`src/rtl/dmem_responder_pkg.sv`:
```
// ============================================================================
// Module : dmem_responder_pkg
// Desc   : Shared FSM encoding, default widths and address range helper.
// Rev    : 1.0
// ============================================================================
`default_nettype none

package dmem_responder_pkg;

  localparam int DMEM_DATA_W = 16;
  localparam int DMEM_ADDR_W = 8;
  localparam int PROC_ADDR_W = 16;

  typedef logic [1:0] state_t;

  localparam state_t ST_IDLE     = 2'd0;
  localparam state_t ST_HOST_ACC = 2'd1;
  localparam state_t ST_HOST_ACK = 2'd2;

  // An address is implemented when every bit above the word-address field is zero.
  function automatic logic addr_in_range(input logic [PROC_ADDR_W-1:0] addr,
                                         input int unsigned addr_w);
    return (addr >> addr_w) == '0;
  endfunction

endpackage

`default_nettype wire

```
`src/rtl/dmem_responder_if.sv`:
```
// ============================================================================
// Module : dmem_responder_if
// Desc   : Processor data-memory bus plus host load/dump port.
// Rev    : 1.0
// ============================================================================
`default_nettype none

interface dmem_responder_if #(
  parameter int ADDR_W = 8,
  parameter int DATA_W = 16
);
  logic              read;
  logic              write;
  logic [15:0]       arout;
  logic [DATA_W-1:0] acout;
  logic [DATA_W-1:0] dram;
  logic              host_req;
  logic              host_we;
  logic [ADDR_W-1:0] host_addr;
  logic [DATA_W-1:0] host_wdata;
  logic [DATA_W-1:0] host_rdata;
  logic              host_ack;
  logic              range_err;
  logic [15:0]       acc_cnt;

  modport slave (
    input  read, write, arout, acout,
    input  host_req, host_we, host_addr, host_wdata,
    output dram, host_rdata, host_ack, range_err, acc_cnt
  );

  modport master (
    output read, write, arout, acout,
    output host_req, host_we, host_addr, host_wdata,
    input  dram, host_rdata, host_ack, range_err, acc_cnt
  );
endinterface

`default_nettype wire

```
`src/rtl/dmem_responder_array.sv`:
```
// ============================================================================
// Module : dmem_array
// Desc   : Single-port synchronous RAM with registered read data.
// Rev    : 1.0
// ============================================================================
`default_nettype none

module dmem_array #(
  parameter int ADDR_W = 8,
  parameter int DATA_W = 16
) (
  input  logic              clk,
  input  logic              reset,
  input  logic              en,
  input  logic              we,
  input  logic [ADDR_W-1:0] addr,
  input  logic [DATA_W-1:0] wdata,
  output logic [DATA_W-1:0] rdata
);

  logic [DATA_W-1:0] mem [0:(1<<ADDR_W)-1];
  logic [DATA_W-1:0] rdata_q;
  logic [DATA_W-1:0] rdata_d;

  // Storage is deliberately left out of reset.
  always_ff @(posedge clk) begin
    if (en && we) begin
      mem[addr] <= wdata;
    end
  end

  always_comb begin
    rdata_d = rdata_q;
    if (en && !we) begin
      rdata_d = mem[addr];
    end
  end

  always_ff @(posedge clk or posedge reset) begin
    if (reset) begin
      rdata_q <= '0;
    end else begin
      rdata_q <= rdata_d;
    end
  end

  assign rdata = rdata_q;

endmodule

`default_nettype wire

```
`src/rtl/dmem_responder.sv`:
```
// ============================================================================
// Module : dmem_responder
// Desc   : Data-memory responder with processor-priority host load/dump port.
//          Optional access counter enabled by macro DMEM_ACC_CNT_EN.
// Rev    : 1.0
// ============================================================================
`default_nettype none

module dmem_responder
  import dmem_responder_pkg::*;
#(
  parameter int ADDR_W = DMEM_ADDR_W,
  parameter int DATA_W = DMEM_DATA_W
) (
  input  logic             clk,
  input  logic             reset,
  dmem_responder_if.slave  bus
);

  state_t            state_q, state_d;
  logic [ADDR_W-1:0] host_addr_q, host_addr_d;
  logic              host_we_q, host_we_d;
  logic [DATA_W-1:0] host_wdata_q, host_wdata_d;
  logic              proc_rd_q, proc_rd_d;
  logic              host_rd_q, host_rd_d;
  logic [DATA_W-1:0] dram_q, dram_d;
  logic [DATA_W-1:0] host_rdata_q, host_rdata_d;
  logic              range_err_q, range_err_d;

  logic              proc_act;
  logic              proc_in_range;
  logic              proc_wr_ok;
  logic              proc_rd_ok;
  logic              host_latch;
  logic              host_go;
  logic              host_ack;
  logic [DATA_W-1:0] dram_now;
  logic [DATA_W-1:0] host_rdata_now;

  logic              arr_en;
  logic              arr_we;
  logic [ADDR_W-1:0] arr_addr;
  logic [DATA_W-1:0] arr_wdata;
  logic [DATA_W-1:0] arr_rdata;

  assign proc_act      = bus.read | bus.write;
  assign proc_in_range = addr_in_range(bus.arout, ADDR_W);
  assign proc_wr_ok    = bus.write & proc_in_range;
  assign proc_rd_ok    = bus.read & ~bus.write & proc_in_range;
  assign host_latch    = (state_q == ST_IDLE) & bus.host_req & ~proc_act;
  assign host_go       = (state_q == ST_HOST_ACC) & ~proc_act;

  // FSM: state register
  always_ff @(posedge clk or posedge reset) begin
    if (reset) begin
      state_q <= ST_IDLE;
    end else begin
      state_q <= state_d;
    end
  end

  // FSM: next state
  always_comb begin
    state_d = state_q;
    case (state_q)
      ST_IDLE:     if (host_latch) state_d = ST_HOST_ACC;
      ST_HOST_ACC: if (host_go)    state_d = ST_HOST_ACK;
      ST_HOST_ACK:                 state_d = ST_IDLE;
      default:                     state_d = ST_IDLE;
    endcase
  end

  // FSM: outputs
  always_comb begin
    host_ack = (state_q == ST_HOST_ACK);
  end

  // The processor always owns the array when it strobes; the host only fills gaps.
  always_comb begin
    arr_en    = 1'b0;
    arr_we    = 1'b0;
    arr_addr  = bus.arout[ADDR_W-1:0];
    arr_wdata = bus.acout;
    if (proc_act) begin
      arr_en = proc_wr_ok | proc_rd_ok;
      arr_we = proc_wr_ok;
    end else if (host_go) begin
      arr_en    = 1'b1;
      arr_we    = host_we_q;
      arr_addr  = host_addr_q;
      arr_wdata = host_wdata_q;
    end
  end

  dmem_array #(
    .ADDR_W (ADDR_W),
    .DATA_W (DATA_W)
  ) u_array (
    .clk   (clk),
    .reset (reset),
    .en    (arr_en),
    .we    (arr_we),
    .addr  (arr_addr),
    .wdata (arr_wdata),
    .rdata (arr_rdata)
  );

  // Array read data is steered to whichever requester read last cycle; the
  // other output keeps its held copy.
  assign dram_now       = proc_rd_q ? arr_rdata : dram_q;
  assign host_rdata_now = host_rd_q ? arr_rdata : host_rdata_q;

  always_comb begin
    host_addr_d  = host_addr_q;
    host_we_d    = host_we_q;
    host_wdata_d = host_wdata_q;
    if (host_latch) begin
      host_addr_d  = bus.host_addr;
      host_we_d    = bus.host_we;
      host_wdata_d = bus.host_wdata;
    end
    proc_rd_d    = proc_rd_ok;
    host_rd_d    = host_go & ~host_we_q;
    dram_d       = (bus.read & ~bus.write & ~proc_in_range) ? '0 : dram_now;
    host_rdata_d = host_rdata_now;
    range_err_d  = range_err_q |
                   (proc_act & (~proc_in_range | (bus.read & bus.write)));
  end

  always_ff @(posedge clk or posedge reset) begin
    if (reset) begin
      host_addr_q  <= '0;
      host_we_q    <= 1'b0;
      host_wdata_q <= '0;
      proc_rd_q    <= 1'b0;
      host_rd_q    <= 1'b0;
      dram_q       <= '0;
      host_rdata_q <= '0;
      range_err_q  <= 1'b0;
    end else begin
      host_addr_q  <= host_addr_d;
      host_we_q    <= host_we_d;
      host_wdata_q <= host_wdata_d;
      proc_rd_q    <= proc_rd_d;
      host_rd_q    <= host_rd_d;
      dram_q       <= dram_d;
      host_rdata_q <= host_rdata_d;
      range_err_q  <= range_err_d;
    end
  end

  assign bus.dram       = dram_now;
  assign bus.host_rdata = host_rdata_now;
  assign bus.host_ack   = host_ack;
  assign bus.range_err  = range_err_q;

`ifdef DMEM_ACC_CNT_EN
  logic [15:0] acc_cnt_q, acc_cnt_d;

  always_comb begin
    acc_cnt_d = acc_cnt_q;
    if (proc_act && (acc_cnt_q != 16'hFFFF)) begin
      acc_cnt_d = acc_cnt_q + 16'd1;
    end
  end

  always_ff @(posedge clk or posedge reset) begin
    if (reset) begin
      acc_cnt_q <= '0;
    end else begin
      acc_cnt_q <= acc_cnt_d;
    end
  end

  assign bus.acc_cnt = acc_cnt_q;
`else
  assign bus.acc_cnt = '0;
`endif

endmodule

`default_nettype wire
```
`src/flat_wrapper.sv`:
```
// flat-port wrapper written by rule: the top's interface ports become plain ports
module dmem_responder_flat import dmem_responder_pkg::*;
#(
  parameter int ADDR_W = DMEM_ADDR_W,
  parameter int DATA_W = DMEM_DATA_W
)
  (clk, reset, bus_read, bus_write, bus_arout, bus_acout, bus_host_req, bus_host_we, bus_host_addr, bus_host_wdata, bus_dram, bus_host_rdata, bus_host_ack, bus_range_err, bus_acc_cnt);
  dmem_responder_if #(.ADDR_W(ADDR_W), .DATA_W(DATA_W)) bus_i ();
  input  logic clk;
  input  logic reset;
  input wire logic [$bits(bus_i.read)-1:0] bus_read;
  input wire logic [$bits(bus_i.write)-1:0] bus_write;
  input wire logic [$bits(bus_i.arout)-1:0] bus_arout;
  input wire logic [$bits(bus_i.acout)-1:0] bus_acout;
  input wire logic [$bits(bus_i.host_req)-1:0] bus_host_req;
  input wire logic [$bits(bus_i.host_we)-1:0] bus_host_we;
  input wire logic [$bits(bus_i.host_addr)-1:0] bus_host_addr;
  input wire logic [$bits(bus_i.host_wdata)-1:0] bus_host_wdata;
  output wire logic [$bits(bus_i.dram)-1:0] bus_dram;
  output wire logic [$bits(bus_i.host_rdata)-1:0] bus_host_rdata;
  output wire logic [$bits(bus_i.host_ack)-1:0] bus_host_ack;
  output wire logic [$bits(bus_i.range_err)-1:0] bus_range_err;
  output wire logic [$bits(bus_i.acc_cnt)-1:0] bus_acc_cnt;
  assign bus_i.read = bus_read;
  assign bus_i.write = bus_write;
  assign bus_i.arout = bus_arout;
  assign bus_i.acout = bus_acout;
  assign bus_i.host_req = bus_host_req;
  assign bus_i.host_we = bus_host_we;
  assign bus_i.host_addr = bus_host_addr;
  assign bus_i.host_wdata = bus_host_wdata;
  assign bus_dram = bus_i.dram;
  assign bus_host_rdata = bus_i.host_rdata;
  assign bus_host_ack = bus_i.host_ack;
  assign bus_range_err = bus_i.range_err;
  assign bus_acc_cnt = bus_i.acc_cnt;
  dmem_responder #(.ADDR_W(ADDR_W), .DATA_W(DATA_W)) u_core (.clk(clk), .reset(reset), .bus(bus_i));
endmodule
```
`config.mk`:
```
export PLATFORM = sky130hd
export DESIGN_NAME = dmem_responder_flat
export DESIGN_NICKNAME = d
export VERILOG_FILES = /design/src/rtl/dmem_responder_pkg.sv /design/src/rtl/dmem_responder_if.sv /design/src/rtl/dmem_responder_array.sv /design/src/rtl/dmem_responder.sv /design/src/flat_wrapper.sv
export SDC_FILE = /design/constraint.sdc
export NUM_CORES = 2
export LEC_CHECK = 0
export ABC_AREA = 0
export ABC_CLOCK_PERIOD_IN_PS = 18050
export BUFFER_PORTS_ARGS = -buffer_cell sky130_fd_sc_hd__buf_4
export CAP_MARGIN = 20
export CORE_UTILIZATION = 47
export CTS_CLUSTER_DIAMETER = 100
export DETAILED_ROUTE_END_ITERATION = 8
export PLACE_DENSITY_LB_ADDON = 0.08
export REMOVE_ABC_BUFFERS = 1
export SLEW_MARGIN = 20
export SYNTH_ARGS = -nofsm -noshare
export SYNTH_HDL_FRONTEND = slang
export SYNTH_SLANG_ARGS = --single-unit
export TNS_END_PERCENT = 5
```
`constraint.sdc`:
```
create_clock -name clk -period 18.05 [get_ports clk]
set_clock_uncertainty 0.15 [all_clocks]
set_input_delay 2.7075 -clock clk [delete_from_list [all_inputs] [get_ports clk]]
set_output_delay 2.7075 -clock clk [all_outputs]
set_load 0.02 [all_outputs]
```
# ---- Word-level counts from Yosys, hierarchy flattened
# Memories as Yosys holds them, arrays and structs flattened. A register that Yosys moved wholly into a read port is not among the register bits.
# Index checks and enable logic that the tools add are counted.
dict set report totals {
  register_bits 62
  latch_bits 0
  mem_bits_rw 4096
  romBits 0
  in_bits 62
  output_inout_bits 50
  memories 1
}
# memory depth width rd rd_clocked_by_memory_dff write_ports line_no
set memory_table {}
lappend memory_table {u_core.u_array.mem 256 16 1 1 1 dmem_responder_array.sv:21} ;# logic [DATA_W-1:0] mem [0:(1<<ADDR_W)-1];
dict set report classes {
  addsub 0
  n_mul 0
  div_mod_pow 0
  n_lt_le_gt_ge 0
  eq_ne 4
  shifts 0
  n_mux 16
  bitwise 18
  reduce_logical 6
}
# operator n
set op_table {}
lappend op_table {{2-to-1 mux 16 bit} 5}
lappend op_table {{zero test 16 bit} 1}
lappend op_table {{2-to-1 mux 8 bit} 2}
lappend op_table {{bitwise AND 1 bit} 10}
lappend op_table {{2-to-1 mux 1 bit} 6}
lappend op_table {{2-to-1 mux 2 bit} 2}
lappend op_table {{inequality test 2 x 1 -> 1 bit (second input constant)} 2}
lappend op_table {{inverter 1 bit} 4}
lappend op_table {{OR 1 bit} 4}
lappend op_table {{case mux 2 bit (2 select lines)} 1}
lappend op_table {{== test 2 x 1 -> 1 bit (second input constant)} 1}
lappend op_table {{== test 2 bit (second input constant)} 1}
lappend op_table {{logical AND 1 bit} 2}
lappend op_table {{zero test 2 bit} 1}
lappend op_table {{AND reduction 2 bit} 1}
lappend op_table {{zero test 1 bit} 1}

# ---- Longest topological paths before layout
dict set report depth {
  word_depth 8
  ltp_mapped 16
  ltp_nobuf 10
}

# ---- Hierarchy
# Synthesis repeated with hierarchy kept, for this count alone.
dict set report unflattened {
  cells_unflattened 7213
  area_unflattened_um2 160587.8
}
# module instances cells_each area_per_inst_um2
set modules_own_cells {}
lappend modules_own_cells {dmem_array 1 7002 157486.0}
lappend modules_own_cells {dmem_responder 1 211 3101.7}

# ---- Least setup slack after synthesis
# No wires, ideal clock.
dict set report synth_timing {
  path_kind {input to register}
  startpoint {input bus_write}
  endpoint {memory u_core.u_array.mem[0][10], data pin}
  arrival_time_ps 7697
  path_slack_ps 9380
  stages 9
  cell_sequence {or4b_1 -> buf_6 -> buf_2 -> clkinv_1 -> clkbuf_1 -> buf_1 -> clkbuf_1 -> nand2_1 -> nand2_1}
}
dict set report synth_via {
  elab_chain_len 5
}
# item line_no
set synth_rtl {}
lappend synth_rtl {{start: declaration} flat_wrapper.sv:12} ;# input wire logic [$bits(bus_i.write)-1:0] bus_write;
lappend synth_rtl {{OR 1 bit (*)} dmem_responder.sv:46} ;# assign proc_act = bus.read | bus.write;
lappend synth_rtl {{inverter 1 bit} dmem_responder.sv:51} ;# assign host_go = (state_q == ST_HOST_ACC) & ~proc_act;
lappend synth_rtl {{bitwise AND 1 bit} dmem_responder.sv:51}
lappend synth_rtl {{2-to-1 mux 16 bit} dmem_responder.sv:87} ;# end else if (host_go) begin
lappend synth_rtl {{2-to-1 mux 16 bit (*)} dmem_responder.sv:84} ;# if (proc_act) begin
lappend synth_rtl {{named net u_core.arr_wdata[10]} dmem_responder.sv:43} ;# logic [DATA_W-1:0] arr_wdata;
lappend synth_rtl {{end: declaration} dmem_responder_array.sv:21}
# Mark *: on every way through the listed nets, which the timed path passes. The rest lies on a longest branch.

# ---- Final worst setup path
dict set report layout_timing {
  startpoint {input bus_write}
  endpoint {register u_core.u_array.rdata_q[8] (netlist: u_core.u_array.rdata[8]) (read register of u_core.u_array.mem)}
}
dict set report layout_via {
  elab_chain_len 7
}
# item line_no
set layout_rtl {}
lappend layout_rtl {{OR 1 bit} dmem_responder.sv:46}
lappend layout_rtl {{inverter 1 bit} dmem_responder.sv:51}
lappend layout_rtl {{bitwise AND 1 bit} dmem_responder.sv:51}
lappend layout_rtl {{2-to-1 mux 1 bit} dmem_responder.sv:87}
lappend layout_rtl {{2-to-1 mux 1 bit} dmem_responder.sv:84}
lappend layout_rtl {{zero test 1 bit} dmem_responder_array.sv:34} ;# if (en && !we) begin
lappend layout_rtl {{logical AND 1 bit} dmem_responder_array.sv:34}
lappend layout_rtl {{end: declaration} dmem_responder_array.sv:22} ;# logic [DATA_W-1:0] rdata_q;
# Parallel ways exist; a longest one is shown, timed or not.
# A chain may end at the register's enable or synchronous reset.

==> impl_results.md <==
* Max-Cap Viols at 0
* TritonCTS Sinks at 4,174
* Min Tclk post-route at 9.38 ns
* Mean post-synth cell area at 16.5 um2
* Synth async-reset ratio at 1.87%
* DR vias/cell at 6.33
* Crit path launch type: primary input
* Largest net degree at the start of global routing at 153
* Slowest CP cell: nor3_1
* Post-CTS sizing at 0
* Sequential area share after synthesis at 76.8%
* Die X at 590 um
* Final hold viol count at 0
* Hold WC Path Type: reg2reg
* Core area at 344,000 um2
* CP Data Required Time at 18.68 ns
* Num CTS Buffers at 434
* Initial antenna violation count at 37
* Die ar. at 349,000 um2
* Status: completed
* Worst slew margin at 12.1%
* Static leakage at 0.0592 uW
* Post-synthesis cell count at 9,858
* FF+latch count, synth at 4,174
* All-Layer GR Usage at 31.5%
* CP Data Arrival Time at 10.02 ns
* First-pass GRT wire length at 758,000 um
* Final Core Density at 53.6%
* CP dominant cell by count: buf_4
* Clk slew on worst S/H paths at 0.06 ns
* Initial Util at 47.3%
* CTS Hold Buffers Added at 0
* Vias in the first global route at 91,600
* Area Overhead vs Synth at 13.2%
* Routability cong. at 0.874
* Number of H-tree levels at 5
* Ports at 112
* Nets at 10,200
* Critical path capture point type: register
* Worst-skew pair later-pin latency at 0.98 ns
* Post-DR wirelength/cell at 36.6 um
* Max Fclk at 0.107 GHz
* R2R cell count at 12
* Cell variety after synth at 71
* Vias at 95,700
* Worst r2r src: u_core.state_q[1]
* CP max FO at 96
* Hold Path Depth at 1
* Share of layout cells above drive strength 1 at 18.3%
* Starting DRT DRC Count at 12,300
* Post-synth top flop: edfxtp_1
* Worst Hold Endpoint: u_core.bus.range_err
* Setup TNS at 0 ns
* CTS root buf: clkbuf_16
* CP cell instances: buf_4 > or4b_4 > buf_4 > mux2i_4 > buf_4 > buf_12 > buf_12 > mux4_2 > o21ai_0 > o21ai_0 > or4_1 > nor3_1 > a41oi_1
* Mapped Area at 163,000 um2
* Slew @ Worst Pin at 1.31 ns
* Slowest cell delay on critical path at 1.07 ns
* Yosys warnings at 0
* Pwr dens at 116 nW/um2
* Hold path start: u_core.bus.range_err
* WS Path Type: in2reg
* Site Rows at 215
* Final setup viols at 0
* Total routed wirelength at 553,000 um
* Flop2flop setup slack at 10.29 ns
* CTS tree: done
* Post-synth EDFFs at 4,096
* Max Buffers Root-to-Sink at 4
* Final Cycle Share at 52.0%
* DRT antenna net count at 0
* Detailed placement HPWL at 330,000 um
* RSZ-0062 raised after global routing: no
* Total congestion overflow at 0
* Die Ht at 590 um
* Port-buffer cells at 95
* Total setup buffers inserted after CTS at 0
* R2r endpoint: u_core.u_array.rdata[8]
* 1st-pass router iterations at 5
* Drc violations at 0
* Peak supply drop at 0.0814 mV
* Slew Viols, Final at 0
## cell usage in the layout, fill, tap and decap left out, drive strengths merged, types with 78 or more instances in the layout
master,synthesis,final
o2111ai,97,97
nand4,142,142
mux4,485,485
a21oi,228,228
clkinv,2,190
a31oi,131,131
buf,424,504
nor2,357,357
mux2i,151,151
edfxtp,4096,4096
dfrtp,78,78
clkbuf,202,556
nand3,746,746
nand2,1994,1994
## worst max-delay path by stage
stage | startpoint | depth (start not counted) | endpoint
global route | bus_write | 14 | u_core.u_array.rdata[14]
finish | bus_write | 13 | u_core.u_array.rdata[8]
CTS | bus_write | 14 | u_core.u_array.rdata[11]
floorplan | bus_write | 9 | u_core.u_array.rdata[14]
global placement | bus_write | 13 | u_core.u_array.rdata[10]
detailed placement | bus_write | 14 | u_core.u_array.rdata[11]
## worst max-delay path: cells and delay by family
family	cells	cell delay (ns)
buffers and inverters	5	2.54
AND/OR/NAND/NOR	3	2.41
AO/OA/AOI/OAI	3	1.08
multiplexers	2	0.88
## cells by family (layout without fill, tap and decap cells)
group	after synthesis	after routing	share of synthesized area, %
muxes	705	705	8.13
and+or+nand+nor	3425	3425	9.01
AOI/OAI and AO/OA	921	921	3.96
buffers and inverters	632	1304	2.11
DFF	4174	4174	76.8
other	1	43	0.00230
## sequential cells by signal, summed over array words and instances, names as in the netlist
register              flops
u_core.host_we_q          1
u_core.host_rdata_q      16
u_core.bus.range_err      1
u_core.host_rd_q          1
u_core.proc_rd_q          1
u_core.host_addr_q        8
u_core.state_q            2
u_core.u_array.rdata     16
u_core.u_array.mem     4096
u_core.host_wdata_q      16
u_core.dram_q            16
## routing by layer
metal  share of wire (%)  vias to the layer above  track usage, %
met2                  47                     4901            49.2
met5               0.023                        -               0
li1                    -                    39200               -
met1                  39                    50700            43.0
met4                 5.6                       20            15.7
met3                 8.8                      952            5.29
## area by class of cell
cell class / count / area (um2)
Sequential cell: 4174 / 125000
Clock buffer: 556 / 11500
Antenna cell: 27 / 67.6
Tap cell: 4557 / 5700
Multi-Input combinational cell: 5067 / 35900
Timing Repair Buffer: 504 / 4140
Inverter: 6 / 25.0
Clock inverter: 238 / 1970
Fill cell: 27500 / 160000
## Yosys cell counts, types with 87 or more instances
master,n,area share (%)
a21oi_1,228,0.70
a31oi_1,131,0.50
buf_1,100,0.23
buf_2,169,0.52
buf_4,87,0.40
clkbuf_1,202,0.47
edfxtp_1,4096,76
mux2i_1,150,0.92
mux4_2,484,6.7
nand2_1,1994,4.6
nand3_1,746,2.3
nand4_1,142,0.55
nor2_1,354,0.82
o2111ai_1,97,0.52
## stage by stage
stage	std cells	setup slack, ns	hold slack [ns]	total power [uW]	cell area [um2]
6_report	15100	8.67	0.326	21400	184000
3_3_place_gp	14300	7.16	0.318	12900	170000
4_1_cts	15100	8.98	0.335	21500	184000
5_1_grt	15100	8.65	0.358	21900	184000
3_5_place_dp	14300	7.93	0.322	12900	171000
2_1_floorplan	9247	-23.64	0.278	12600	159000
## report_power, final
group	internal [uW]	switching [uW]
logic	484	1370
registers	10800	94.5
clock network	4890	3750
(Power assumes the default switching activity.)
